## config.mk

```make
export PLATFORM = sky130hd
export DESIGN_NAME = frac_pixel_writer
export DESIGN_NICKNAME = d
export VERILOG_FILES = /design/src/rtl/frac_pixel_writer.sv
export SDC_FILE = /design/constraint.sdc
export NUM_CORES = 1
export LEC_CHECK = 0
export ABC_AREA = 0
export BUFFER_PORTS_ARGS = -buffer_cell sky130_fd_sc_hd__buf_2
export CORE_UTILIZATION = 50
export DETAILED_ROUTE_END_ITERATION = 10
export PLACE_DENSITY = 0.68
export SETUP_SLACK_MARGIN = 0.3
export SLEW_MARGIN = 10
export SYNTH_ARGS = -nofsm -noshare
export SYNTH_HDL_FRONTEND = slang
export SYNTH_SLANG_ARGS = --single-unit
```

## constraint.sdc

```tcl
create_clock -name clk -period 8.85 [get_ports clk]
set_input_delay 0.4425 -clock clk [delete_from_list [all_inputs] [get_ports clk]]
set_output_delay 0.4425 -clock clk [all_outputs]
set_load 0.02 [all_outputs]
```

## src/rtl/frac_pixel_writer.sv

```systemverilog
// Packs raster-order 16-bit pixels into 32-bit words, double-buffers them per burst
// and drains each full bank as one addressed write burst; flags frame end and ordering errors.
module frac_pixel_writer #(
  parameter int unsigned H_RES     = 640,
  parameter int unsigned V_RES     = 480,
  parameter int unsigned BURST_LEN = 4,
  parameter logic [21:0] FB_BASE   = 22'h000000
) (
  input  logic        clk,
  input  logic        rst,
  input  logic        pix_valid,
  output logic        pix_ready,
  input  logic [15:0] pix_data,
  input  logic [9:0]  pix_x,
  input  logic [8:0]  pix_y,
  output logic        wr_req,
  output logic [21:0] wr_addr,
  input  logic        wr_ack,
  output logic [31:0] wr_data,
  output logic        wr_data_valid,
  input  logic        wr_data_ready,
  output logic        frame_done,
  output logic        seq_err
);

  localparam int unsigned BW = $clog2(BURST_LEN);
  localparam int unsigned PW = BW + 1;
  localparam logic [9:0]    X_LAST    = 10'(H_RES - 1);
  localparam logic [8:0]    Y_LAST    = 9'(V_RES - 1);
  localparam logic [21:0]   H_RES_A   = 22'(H_RES);
  localparam logic [BW-1:0] BEAT_LAST = BW'(BURST_LEN - 1);

  typedef enum logic [1:0] {S_IDLE, S_REQ, S_DATA} state_e;

  // Fill side state
  logic [9:0]  ex_q, ex_d;
  logic [8:0]  ey_q, ey_d;
  logic        fill_bank_q, fill_bank_d;
  logic [1:0]  full_q, full_d;
  logic [1:0]  eof_q, eof_d;
  logic        seq_err_q, seq_err_d;
  logic [21:0] bank_addr_q [2];
  logic [31:0] mem_q [2][BURST_LEN];

  // Drain side state
  state_e      state_q, state_d;
  logic [BW-1:0] beat_q, beat_d;
  logic        drain_bank_q, drain_bank_d;
  logic        frame_done_q, frame_done_d;

  logic          accept;
  logic [PW-1:0] pos;
  logic [BW-1:0] wsel;
  logic          bank_first;
  logic          bank_last;
  logic          pix_last;
  logic [21:0]   pix_addr;
  logic          xfer;
  logic          burst_done;

  // Bank slot follows ex directly because a line is a whole number of banks.
  assign pos        = ex_q[PW-1:0];
  assign wsel       = pos[PW-1:1];
  assign bank_first = (pos == '0);
  assign bank_last  = (pos == '1);
  assign pix_last   = (ex_q == X_LAST) && (ey_q == Y_LAST);
  assign pix_addr   = FB_BASE + 22'(ey_q) * H_RES_A + 22'(ex_q);

  assign pix_ready  = !rst && !full_q[fill_bank_q];
  assign accept     = pix_valid && pix_ready;

  assign xfer       = (state_q == S_DATA) && wr_data_ready;
  assign burst_done = xfer && (beat_q == BEAT_LAST);

  always_comb begin
    ex_d        = ex_q;
    ey_d        = ey_q;
    fill_bank_d = fill_bank_q;
    eof_d       = eof_q;
    seq_err_d   = seq_err_q;
    if (accept) begin
      if ((pix_x != ex_q) || (pix_y != ey_q)) begin
        seq_err_d = 1'b1;
      end
      if (ex_q == X_LAST) begin
        ex_d = '0;
        ey_d = (ey_q == Y_LAST) ? '0 : ey_q + 9'd1;
      end else begin
        ex_d = ex_q + 10'd1;
      end
      if (bank_last) begin
        fill_bank_d        = !fill_bank_q;
        eof_d[fill_bank_q] = pix_last;
      end
    end
  end

  // Fill sets and drain clears always target different banks, so both apply.
  always_comb begin
    full_d = full_q;
    if (accept && bank_last) begin
      full_d[fill_bank_q] = 1'b1;
    end
    if (burst_done) begin
      full_d[drain_bank_q] = 1'b0;
    end
  end

  always_ff @(posedge clk) begin
    if (rst) begin
      ex_q           <= '0;
      ey_q           <= '0;
      fill_bank_q    <= 1'b0;
      full_q         <= '0;
      eof_q          <= '0;
      seq_err_q      <= 1'b0;
      bank_addr_q[0] <= '0;
      bank_addr_q[1] <= '0;
    end else begin
      ex_q        <= ex_d;
      ey_q        <= ey_d;
      fill_bank_q <= fill_bank_d;
      full_q      <= full_d;
      eof_q       <= eof_d;
      seq_err_q   <= seq_err_d;
      if (accept && bank_first) begin
        bank_addr_q[fill_bank_q] <= pix_addr;
      end
    end
  end

  always_ff @(posedge clk) begin
    if (accept) begin
      if (ex_q[0]) begin
        mem_q[fill_bank_q][wsel][31:16] <= pix_data;
      end else begin
        mem_q[fill_bank_q][wsel][15:0] <= pix_data;
      end
    end
  end

  always_ff @(posedge clk) begin
    if (rst) begin
      state_q      <= S_IDLE;
      beat_q       <= '0;
      drain_bank_q <= 1'b0;
      frame_done_q <= 1'b0;
    end else begin
      state_q      <= state_d;
      beat_q       <= beat_d;
      drain_bank_q <= drain_bank_d;
      frame_done_q <= frame_done_d;
    end
  end

  always_comb begin
    state_d      = state_q;
    beat_d       = beat_q;
    drain_bank_d = drain_bank_q;
    frame_done_d = 1'b0;
    case (state_q)
      S_IDLE: begin
        if (full_q[drain_bank_q]) begin
          state_d = S_REQ;
        end
      end
      S_REQ: begin
        if (wr_ack) begin
          state_d = S_DATA;
          beat_d  = '0;
        end
      end
      S_DATA: begin
        if (xfer) begin
          beat_d = beat_q + 1'b1;
          if (burst_done) begin
            state_d      = S_IDLE;
            drain_bank_d = !drain_bank_q;
            frame_done_d = eof_q[drain_bank_q];
          end
        end
      end
      default: state_d = S_IDLE;
    endcase
  end

  // Outputs decode registered state only, so they hold steady across stalls.
  always_comb begin
    wr_req        = 1'b0;
    wr_addr       = '0;
    wr_data_valid = 1'b0;
    wr_data       = '0;
    case (state_q)
      S_REQ: begin
        wr_req  = 1'b1;
        wr_addr = bank_addr_q[drain_bank_q];
      end
      S_DATA: begin
        wr_data_valid = 1'b1;
        wr_data       = mem_q[drain_bank_q][beat_q];
      end
      default: ;
    endcase
  end

  assign frame_done = frame_done_q;
  assign seq_err    = seq_err_q;

endmodule

```

### Word level (Yosys, flattened, before mapping)

Memories as Yosys holds them, arrays and structs flattened. A register that Yosys moved wholly into a read port is not among the register bits.
Cells that the tools add are included.

| storage, ports and cells | value |
|---|---|
| memories | 2 |
| word-level logic and storage cells | 378 |
| bits in registers | 31 |
| input bits | 40 |
| output and inout bits | 59 |
| bits in writable memories | 296 |

Memory list:

| name | depth | width | read ports | clocked after memory_dff | write ports | RTL line | RTL |
|---|---|---|---|---|---|---|---|
| mem_q | 2 | 128 | 1 | 1 | 1 | 43 | `logic [31:0] mem_q [2][BURST_LEN];` |
| bank_addr_q | 2 | 20 | 1 | 1 | 2 | 42 | `logic [21:0] bank_addr_q [2];` |

| operators by class | value |
|---|---|
| bitwise logic cells | 136 |
| reductions and logical operators | 26 |
| multiplexer cells | 180 |
| $mul | 1 |
| add/sub/neg operators | 4 |
| equal/unequal tests | 12 |
| order comparisons | 7 |

Operators by type and width:

| operator | number |
|---|---|
| $mux 128 | 2 |
| $mux 1 | 153 |
| $demux 32 s2 | 2 |
| $mux 32 | 4 |
| $or 1x1->1 | 128 |
| $bmux 32 s2 | 1 |
| $mux 22 | 1 |
| $add 19x10->20 | 1 |
| $mux 20 | 1 |
| $reduce_or 20->1 | 1 |
| $mux 16 | 1 |
| $mux 2 | 8 |
| $mul 9x3->12 const B | 1 |
| $add 10x1->10 const B | 1 |
| $eq 10x10->1 const B | 1 |
| $logic_and 1x1->1 | 10 |
| $mux 10 | 1 |
| $ne 10x10->1 | 1 |
| $add 9x1->9 const B | 1 |
| $eq 9x9->1 const B | 1 |
| $mux 9 | 1 |
| $ne 9x9->1 | 1 |
| $ne 2x2->1 const B | 4 |
| $ge 3x3->1 const B | 2 |
| other kinds (25) | 38 |

### Longest topological paths before layout

Gate-level depths: netlist of run 1.

| logic depth | value |
|---|---|
| depth in word-level cells | 11 |
| gate-level depth with buffers | 11 |
| gate-level depth less buffers | 11 |

### Worst setup path after synthesis of run 1

OpenSTA, ideal clock, no wires.

| timing path | value |
|---|---|
| path kind | reg2reg |
| from | reg fill_bank_q |
| to | mem mem_q[1][80] (netlist bit) (enable) |
| library setup time | 0.436 ns |
| data arrival time | 2.944 ns |
| stages on the path, launching flop included | 7 |
| path slack | 5.470 ns |
| period minus slack after synthesis | 3.380 ns |
| required time | 8.414 ns |
| buffers on the path | 2 |
| cells stage by stage | dfxtp_1 -> nor2b_1 -> nand4bb_1 -> buf_6 -> nor2_1 -> clkbuf_1 -> nor4b_1 |

| between the ends | value |
|---|---|
| longest elaborated chain between the ends | 8 |
| elaborated cells between the ends (all ways) | 10 |
| classes of those cells | 6 x mux; 1 x bitwise; 3 x reduce/logical |

Ends and longest elaborated chain:

| what | RTL line | RTL |
|---|---|---|
| start: declaration | 38 | `logic fill_bank_q, fill_bank_d;` |
| start signal: assignment | 122 | `fill_bank_q <= fill_bank_d;` |
| $mux 1 (not written as such) (2 in a row) | 69 | `assign pix_ready = !rst && !full_q[fill_bank_q];` |
| $logic_not 1->1 | 69 |  |
| $logic_and 1x1->1 | 69 |  |
| $logic_and 1x1->1 | 70 | `assign accept = pix_valid && pix_ready;` |
| $mux 1 | 133 | `if (accept) begin` |
| $mux 128 (on tied branches) | 135, 137 |  |
| $or 1x1->1 (no line) | - |  |
| end: declaration | 43 |  |

Several ways; a longest one is shown, not always the timed one. The select of a mux whose other input is x is not followed.

==> results of run 1 <==
==> through the flow <==
step | cell area, um^2 | power, uW | std cells
6_report | 15700 | 3100 | 1319
4_1_cts | 15700 | 3130 | 1318
2_1_floorplan | 13800 | 1780 | 845
3_3_place_gp | 14700 | 1810 | 1257
3_5_place_dp | 14700 | 1810 | 1257
5_1_grt | 15700 | 3190 | 1318
==> logic make-up (layout without fill, tap and decap cells) <==
| logic type | Yosys count | after routing | synth area share |
|---|---|---|---|
| multiplexers | 118 | 118 | 0.144 |
| AND/OR/NAND/NOR | 230 | 230 | 0.0773 |
| AO/OA/AOI/OAI | 28 | 28 | 0.0129 |
| other | 1 | 7 | 0.000272 |
| XOR/XNOR | 50 | 50 | 0.0318 |
| flip-flops | 328 | 328 | 0.692 |
| buffers and inverters | 61 | 193 | 0.0190 |
| adder cells (fa/ha/maj) | 24 | 24 | 0.0229 |
==> registers in the layout, summed over array words and instances, names as in the netlist, named ones only <==
name          count
bank_addr_q      40
beat_q            2
drain_bank_q      1
eof_q             2
ex_q             10
ey_q              9
fill_bank_q       1
frame_done        1
full_q            2
mem_q           256
seq_err           1
state_q           2
==> critical path, cell delays in order (launching register included) <==
cell and delay (ns):
dfxtp_4 0.78, buf_4 0.85, mux4_2 0.60, mux2i_1 0.23, nor2_1 0.06, buf_2 0.17
==> metal layers <==
metal,GRT usage,vias up
met5,0,-
met4,0.0431,0
met3,0.0360,29
met2,0.335,187
met1,0.257,3652
li1,-,3419
==> power by group through the flow <==
stage / sequential (uW) / clock, uW / combinational (uW)
2_1_floorplan: 1740 / 0 / 33.9
3_3_place_gp: 1740 / 0 / 66.4
3_5_place_dp: 1740 / 0 / 68.5
4_1_cts: 1710 / 1350 / 68.7
5_1_grt: 1710 / 1410 / 74.9
6_report: 1710 / 1320 / 67.6
==> synth_stat cells (2+ instances only) <==
| cell | n |
|---|---|
| nand2_1 | 30 |
| nor3_1 | 13 |
| o21ai_0 | 2 |
| buf_2 | 8 |
| nor2b_1 | 6 |
| nand2b_1 | 7 |
| inv_1 | 15 |
| edfxtp_1 | 296 |
| buf_4 | 2 |
| nor4b_1 | 2 |
| a21o_1 | 3 |
| nor2_1 | 121 |
| buf_1 | 7 |
| fa_1 | 2 |
| xor2_1 | 15 |
| mux4_2 | 64 |
| nor4_1 | 5 |
| nor3b_1 | 2 |
| xnor2_1 | 35 |
| ha_1 | 22 |
| o311a_1 | 2 |
| mux2i_1 | 54 |
| or2_2 | 2 |
| buf_6 | 2 |
| and2_1 | 2 |
| clkbuf_1 | 26 |
| and3_1 | 12 |
| nand4_1 | 9 |
| a211oi_1 | 2 |
| dfxtp_1 | 32 |
| a21oi_1 | 14 |
| nand3_1 | 11 |
==> worst paths after layout <==
path	start	to	slack, ns	cells past startpoint
worst max-delay path	flop	wr_data[25]	5.14	5
worst min-delay path	wr_data_ready	beat_q[1]	0.28	4
worst max register to register	fill_bank_q	bank_addr_q[1][10]	5.61	5
worst min register to register	eof_q[0]	eof_q[0]	0.46	2
==> area by class of cell <==
class,count,area (um^2),share of cell area
Sequential cell,328,9540,0.607
Multi-Input combinational cell,456,4030,0.256
Clock buffer,43,906,0.0577
Timing Repair Buffer,116,631,0.0401
Tap cell,341,427,0.0272
Clock inverter,18,121,0.00773
Inverter,16,60.1,0.00382
Antenna cell,1,2.50,0.000159
==> results.cfg, run 1 <==
[clock_network]
post_cts_resized = 0
clk_latency_ns = 0.50
ctsHtreeMaxLevel = 2
cts_hold_buf = 0
postCtsSetupBuffers = 0
cts-buffers-inserted = 35
cts_buffer_depth = 3
cts_tree = done
clk_pin_slew_worst_paths_ns = 0.06
numClockSinks = 328
cts-root-buf = clkbuf_16

[detailed_routing]
wl_um = 26700
drc = 0
postRouteAntennaNets = 0
vias_per_cell = 5.52
wl_per_cell_um = 20.3
routed-via-count = 7287
met3_length_um = 1290
drt_pass1_iterations = 5
drt-met1-wl_um = 11600
dr_wl_met2_um = 13500
maxUsedRoutingLayer = met4
drt_iter0_drc = 534

[final_layout]
n_fill_cell = 2050
utilization = 0.583
layout.nets = 1017
synthToLayoutAreaGrowth_pct = 14.1
final_common_cell = edfxtp_1
final_cell_mix = 296 x edfxtp_1, 121 x nor2_1, 96 x buf_2
drive_above_1_share = 0.246

[grt]
antenna_found_initial = 1
grt_first_pass_wirelength_um = 41300
grt_pass1_vias = 7203
grtUsageTotal = 0.194
overflow = 0
grt_max_degree = 69

[timing]
tns_ns = 0
period_share = 0.419
setup_ws_ns = 5.14
final.setup_skew_ns = 0.0174
fmax_ghz = 0.270
rsz0062_at_grt = no
tightest_slew_ns = 1.00
slew_violations = 0
slew_headroom = 0.332
hold_viol = 0
period_needed_ns = 3.71
whs_ns = 0.280
setup_viol = 0

[synthesis]
syn_inst = 840
synth_edf_count = 296
yosysSeqAreaShare = 0.692
ys_ff_latch = 328
yosys_warnings = 0
synthDistinctLibCells = 47
synth_area_leaders = edfxtp_1 65%, mux4_2 10%, dfxtp_1 4.7%, mux2i_1 3.9%, nor2_1 3.3%
avgSynthCellArea_um2 = 16.4
synthFlopType = edfxtp_1
synth.largest_area_cell = edfxtp_1
ys_async_sr_fraction = 0
syn_area_um2 = 13800
synth_top_area_frac = 0.645

[power_and_ir_drop]
seq_power_share = 0.552
power.switching_uw = 613
pwr-share-comb = 0.022
power_density_nw_per_um2 = 197
pwr-share-clk = 0.426
internal_power_uw = 2480
power.leakage_uw = 0.00530
p_sw_frac = 0.198
peakVddDrop_v = 0.000103

[floorplanning]
initial_utilization = 0.511
die_w_um = 168
rows = 60
die_area_um2 = 28200
fp.dieH_um = 168
io_pins = 99
core_um2 = 27000

[placement]
dpl.hpwl_um = 16100
pre_cts_ws_ns = 5.38
portBuffers = 96
gp_congestion = 0.813

[worst_setup_path]
path_max_fanout = 52
crit_type = flop to output port
setup.worst_path.end_class = output port
cp.arrival_ns = 3.26
worstPathRequired_ns = 8.41
start_kind = flop

[outcome]
status = completed

[flow_run]
drv_cap = 0

[hold_path]
holdCritPathClass = input port to flop
Note: power is estimated with default switching activity, not from simulation.
==> run 2, diff against run 1 <==
--- a/config.mk
+++ b/config.mk
@@ -5,7 +5,7 @@
 export SDC_FILE = /design/constraint.sdc
 export NUM_CORES = 1
 export LEC_CHECK = 0
-export ABC_AREA = 0
+export ABC_AREA = 1
 export BUFFER_PORTS_ARGS = -buffer_cell sky130_fd_sc_hd__buf_2
 export CORE_UTILIZATION = 50
 export DETAILED_ROUTE_END_ITERATION = 10
==> constraint.sdc (replaced) <==
create_clock -name clk -period 3.45 [get_ports clk]
set_input_delay 0.1725 -clock clk [delete_from_list [all_inputs] [get_ports clk]]
set_output_delay 0.1725 -clock clk [all_outputs]
set_load 0.02 [all_outputs]
==> run 2 against run 1 <==
Final cell count grew 36%. Register-to-register slack lost 4.8 ns. Critical endpoint is now wr_data[18]. Area after synthesis grew 4.2%. Wire length grew 21%. Clock skew grew 0.0076 ns. Flip-flop and latch count is the same. Critical path depth grew 2. Critical path type unchanged. Total power grew to 2.7 times the previous value.
==> results.cfg, run 2 <==
[final_layout]
final_common_cell = nor2_1
reg_top3 = mem_q (256), bank_addr_q (40), ex_q (10)
final_cells = 1798
top_register = mem_q
drive_above_1_share = 0.137
final_cell_mix = 343 x nor2_1, 296 x edfxtp_1, 144 x nand2_1
synthToLayoutAreaGrowth_pct = 14.1
diodes = 0
largest_reg_flops = 256
n_fill_cell = 2292
layout.nets = 1458

[synthesis]
synth.largest_area_cell = edfxtp_1
ys_async_sr_fraction = 0
synthMuxAreaShare = 0
yosys_warnings = 0
synth-xor-area-share = 0.0153
ys_ff_latch = 328
synth_top_family_by_area = simple AND/OR/NAND/NOR gates
synth.most_common_cell = nor2_1
synth-simple-area-share = 0.159
syn_inst = 1299
synth_common_cells = 343 x nor2_1, 296 x edfxtp_1, 144 x nand2_1
syn_area_um2 = 14400
synthFlopType = edfxtp_1
synth_edf_count = 296
yosysSeqAreaShare = 0.664
avgSynthCellArea_um2 = 11.1
synth_top_area_frac = 0.619
synth-compound-area-share = 0.0986
synthDistinctLibCells = 38
yosys.area_share.adder = 0.0220
synth_area_leaders = edfxtp_1 62%, nor2_1 9.0%, dfxtp_1 4.5%, o32ai_1 3.9%, nand2_1 3.8%

[grt]
grt_first_pass_wirelength_um = 50200
grt_pass1_vias = 9307
grtUsageTotal = 0.225
overflow = 0
grt_max_degree = 149
antenna_found_initial = 0

[floorplanning]
initial_utilization = 0.512
io_pins = 99
core_um2 = 28000
die_w_um = 171
die_area_um2 = 29400
fp.dieH_um = 171
rows = 61

[clock_network]
clk_latency_ns = 0.52
clk_pin_slew_worst_paths_ns = 0.05
cts_hold_buf = 1
cts-buffers-inserted = 34
cts_buffer_depth = 3
postCtsSetupBuffers = 0
ctsHtreeMaxLevel = 2
numClockSinks = 328
cts-root-buf = clkbuf_16
post_cts_resized = 0
cts_tree = done

[worst_setup_path]
critPathMaxStageDelay_ns = 0.45
setup.worst_path.end_class = output port
cp.arrival_ns = 2.57
crit_path_frequent_cell = nor2_1
start_kind = flop
worstPathRequired_ns = 3.28
crit_buf_inv = 3
crit_type = flop to output port
path_max_fanout = 58
rrSetupSlack_ns = 0.84
critical_path.slowest_cell = inv_4
path_delay_family = buffers and inverters
crit_chain = inv_4 > buf_12 > nor2_1 > o32ai_1 > nor2_1 > nor2_1 > buf_2

[detailed_routing]
wl_um = 32300
vias_per_cell = 5.46
drc = 0
wl_per_cell_um = 18.0
drt_iter0_drc = 977
routed-via-count = 9818
postRouteAntennaNets = 0
drt_pass1_iterations = 5

[power_and_ir_drop]
power.leakage_uw = 0.00598
p_sw_frac = 0.197
power.switching_uw = 1620
pwr-share-clk = 0.443
power_density_nw_per_um2 = 503
pwr-share-comb = 0.024
peakVddDrop_v = 0.000364
seq_power_share = 0.533
internal_power_uw = 6610

[timing]
final.setup_skew_ns = 0.0251
rsz0062_at_grt = no
setup_viol = 0
fmax_ghz = 0.365
period_share = 0.795
hold_viol = 0
tightest_slew_ns = 0.748
period_needed_ns = 2.74
slew_violations = 0
tns_ns = 0
slew_headroom = 0.501

[placement]
portBuffers = 96
dp_cells = 1735
dpl.hpwl_um = 19600
gp_congestion = 0.902

[hold_path]
holdCritPathClass = input port to flop

[outcome]
status = completed

[flow_run]
drv_cap = 0
[run 2: cell families after synthesis]
logic type	Yosys count
AOI/OAI and AO/OA	228
buffers and inverters	137
adders and majority gates	24
xor gates and xnor gates	25
other	1
DFF	328
and+or+nand+nor	556
[run 2: power groups by stage]
stage	logic [uW]	registers, uW	clock network (uW)
floorplan	98.1	4480	0
global placement	190	4480	0
detailed placement	194	4480	0
CTS	196	4390	3710
global route	215	4390	3860
finish	194	4390	3650
[run 2: layer usage]
layer	wire, um	global-route usage	vias to the layer above
met5	0	0	-
met1	14500	0.315	4679
li1	-	-	4758
met3	1950	0.0322	44
met4	529	0.0586	0
met2	15300	0.368	337
[run 2: layout make-up]
class                           count  area (um^2)  area share
Clock buffer                       43          906      0.0553
Clock inverter                     19          213      0.0130
Inverter                           67          255      0.0156
Multi-Input combinational cell    839         4250       0.260
Sequential cell                   328         9540       0.582
Tap cell                          378          473      0.0289
Timing Repair Buffer              124          743      0.0454
[run 2: path summary, 6_finish.rpt]
check | start | endpoint | cells after the start
worst max-delay path | flop | wr_data[18] | 7
worst min register to register | eof_q[0] | eof_q[0] | 2
worst min-delay path | wr_data_ready | beat_q[1] | 4
worst max register to register | ey_q[3] | bank_addr_q[0][15] | 10
[run 2: through the flow]
stage               hold slack (ns)  total power, uW  setup WS, ns  area (um^2)  utilization
floorplan                     0.271             4570          1.04        14400            -
global placement              0.436             4670         0.882        15300        0.545
detailed placement            0.443             4670         0.851        15300        0.545
CTS                          0.0165             8300         0.685        16400        0.585
global route                 0.0418             8470         0.546        16400        0.585
finish                       0.0358             8240         0.708        16400        0.585
[run 2: worst min-delay path: stages]
cell and delay, ns:
buf_2 0.09, nand2_1 0.05, nand2_1 0.10, a21oi_1 0.07
==> run 3, diff against run 2 <==
--- a/config.mk
+++ b/config.mk
@@ -5,7 +5,7 @@
 export SDC_FILE = /design/constraint.sdc
 export NUM_CORES = 1
 export LEC_CHECK = 0
-export ABC_AREA = 1
+export ABC_AREA = 0
 export BUFFER_PORTS_ARGS = -buffer_cell sky130_fd_sc_hd__buf_2
 export CORE_UTILIZATION = 50
 export DETAILED_ROUTE_END_ITERATION = 10
==> constraint.sdc (replaced) <==
create_clock -name clk -period 2.7 [get_ports clk]
set_input_delay 0.135 -clock clk [delete_from_list [all_inputs] [get_ports clk]]
set_output_delay 0.135 -clock clk [all_outputs]
set_load 0.02 [all_outputs]
==> run 3 against run 2 <==
Critical path depth rose by 4. Core utilization increased by 2.5 points. Design area grew 0.34%. Sequential share of layout area fell by 0.093 points. First-iteration DRC count shrank 47%. Sequential power increased by 28%. Worst hold slack worse by 0.018 ns. Largest power group unchanged.
==> results.cfg, run 3 (same netlist as run 1, synthesis figures left out) <==
[worst_setup_path]
setup.worst_path.end_class = flop
r2r_end = bank_addr_q[1][18]
rrSetupSlack_ns = 0.10
worstPathRequired_ns = 2.95
worstRegToRegCells = 11
crit_buf_inv = 1
path_delay_family = compound AO/OA/AOI/OAI gates
path_max_fanout = 3
rr_startpoint = ey_q[3]
crit_chain = ha_4 > ha_4 > inv_2 > fa_2 > nor2b_2 > o311a_1 > o311a_1 > nor3_2 > a311o_1 > a32oi_1 > nor2_1
critical_path.slowest_cell = dfxtp_4
start_kind = flop
crit_type = flop to flop
cp.arrival_ns = 2.85
critPathMaxStageDelay_ns = 0.36

[floorplanning]
initial_utilization = 0.511
die_area_um2 = 28200
rows = 60
die_w_um = 168
core_um2 = 27000
fp.dieH_um = 168
io_pins = 99

[detailed_routing]
drt_pass1_iterations = 5
drt_iter0_drc = 516
drc = 0
routed-via-count = 7563
wl_um = 27700
vias_per_cell = 5.56
postRouteAntennaNets = 0
wl_per_cell_um = 20.4

[power_and_ir_drop]
power.leakage_uw = 0.00559
seq_power_share = 0.536
power_density_nw_per_um2 = 636
internal_power_uw = 8420
pwr-share-clk = 0.441
p_sw_frac = 0.195
pwr-share-comb = 0.024
power.switching_uw = 2040
peakVddDrop_v = 0.000316

[timing]
period_share = 0.961
setup_viol = 0
rsz0062_at_grt = yes
hold_viol = 0
period_needed_ns = 2.60
whs_ns = 0.0173
tns_ns = 0
slew_violations = 0
fmax_ghz = 0.385
final.setup_skew_ns = 0.0115

[final_layout]
reg_top3 = mem_q (256), bank_addr_q (40), ex_q (10)
largest_reg_flops = 256
final_common_cell = edfxtp_1
multi_input_area_um2 = 4220
final_cell_mix = 296 x edfxtp_1, 120 x nor2_1, 94 x buf_2
synthToLayoutAreaGrowth_pct = 19.4
layout.nets = 1057
drive_above_1_share = 0.311
n_fill_cell = 1979
top_register = mem_q
diodes = 0
regArea_um2 = 9550

[clock_network]
clk_latency_ns = 0.51
cts-root-buf = clkbuf_16
cts_tree = done
cts_buffer_depth = 3
cts-buffers-inserted = 34
numClockSinks = 328
ctsHtreeMaxLevel = 2
clk_pin_slew_worst_paths_ns = 0.06

[placement]
portBuffers = 96
dpl.hpwl_um = 16900
gp_congestion = 0.791

[outcome]
status = completed

[hold_path]
hold_path_end = mem_q[1][65]
worstHoldPathCells = 1
hp-start = pix_data[1]
holdCritPathClass = input port to flop

[grt]
antenna_found_initial = 0
grt_pass1_vias = 7773
grtUsageTotal = 0.203
overflow = 0
grt_max_degree = 33
grt_first_pass_wirelength_um = 43100

[flow_run]
drv_cap = 0
[run 3: timing repair]
| item | CTS | global route |
|---|---|---|
| hold endpoints to repair | 23 | 0 |
| cloned | 0 | 0 |
| resized for setup | 8 | 23 |
| setup endpoints to repair | 35 | 167 |
| hold buffers | 3 | 0 |
| buffers inserted | 5 | 2 |
| pin swaps | 8 | 3 |
[run 3: metrics by stage]
step / instance area [um^2] / setup WS [ns] / cells / power, uW / utilization
floorplan: 13900 / 0.163 / 845 / 5820 / -
detailed placement: 15100 / 0.0171 / 1288 / 5950 / 0.560
finish: 16400 / 0.104 / 1360 / 10500 / 0.610
global placement: 15100 / 0.0706 / 1288 / 5950 / 0.560
global route: 16400 / -0.000212 / 1360 / 10800 / 0.610
CTS: 16300 / 0.0900 / 1358 / 10500 / 0.606
[run 3: worst reg2reg max path, cell delays in order, from the launching register on]
cell	delay, ns
dfxtp_4	0.36
ha_4	0.27
ha_4	0.13
inv_2	0.03
fa_2	0.34
nor2b_2	0.14
o311a_1	0.20
o311a_1	0.21
nor3_2	0.07
a311o_1	0.35
a32oi_1	0.20
nor2_1	0.06
[run 3: final cells by class]
cell class / count / area share
sequential: 328 / 0.581
multi-input combinational: 456 / 0.257
timing repair buffer: 157 / 0.0649
clock buffer: 47 / 0.0572
tap: 341 / 0.0260
clock inverter: 15 / 0.0101
inverter: 16 / 0.00365
[run 3: worst max-delay path by stage]
stage                                     to  cells past startpoint  slack, ns  startpoint
final                     bank_addr_q[1][18]                     11       0.10     ey_q[3]
after global routing      bank_addr_q[1][18]                     11    -0.0002     ey_q[3]
after CTS                 bank_addr_q[0][18]                     11       0.09     ey_q[3]
after detailed placement  bank_addr_q[0][18]                     11       0.02     ey_q[3]
after global placement    bank_addr_q[0][18]                     11       0.07     ey_q[3]
after floorplan           bank_addr_q[0][17]                     11       0.16     ey_q[3]
[run 3: per-layer routing]
| metal | wire length (um) | vias to the layer above | track usage |
|---|---|---|---|
| met1 | 11400 | 3806 | 0.263 |
| met5 | 0 | - | 0 |
| met3 | 1430 | 40 | 0.0313 |
| met4 | 427 | 0 | 0.0523 |
| met2 | 14400 | 221 | 0.358 |
| li1 | - | 3496 | - |
[run 3: power groups by stage]
| stage | registers, uW | logic, uW | clock network [uW] |
|---|---|---|---|
| after floorplan | 5710 | 113 | 0 |
| after global placement | 5700 | 242 | 0 |
| after detailed placement | 5710 | 246 | 0 |
| after CTS | 5600 | 251 | 4680 |
| after global routing | 5600 | 273 | 4880 |
| final | 5600 | 248 | 4600 |
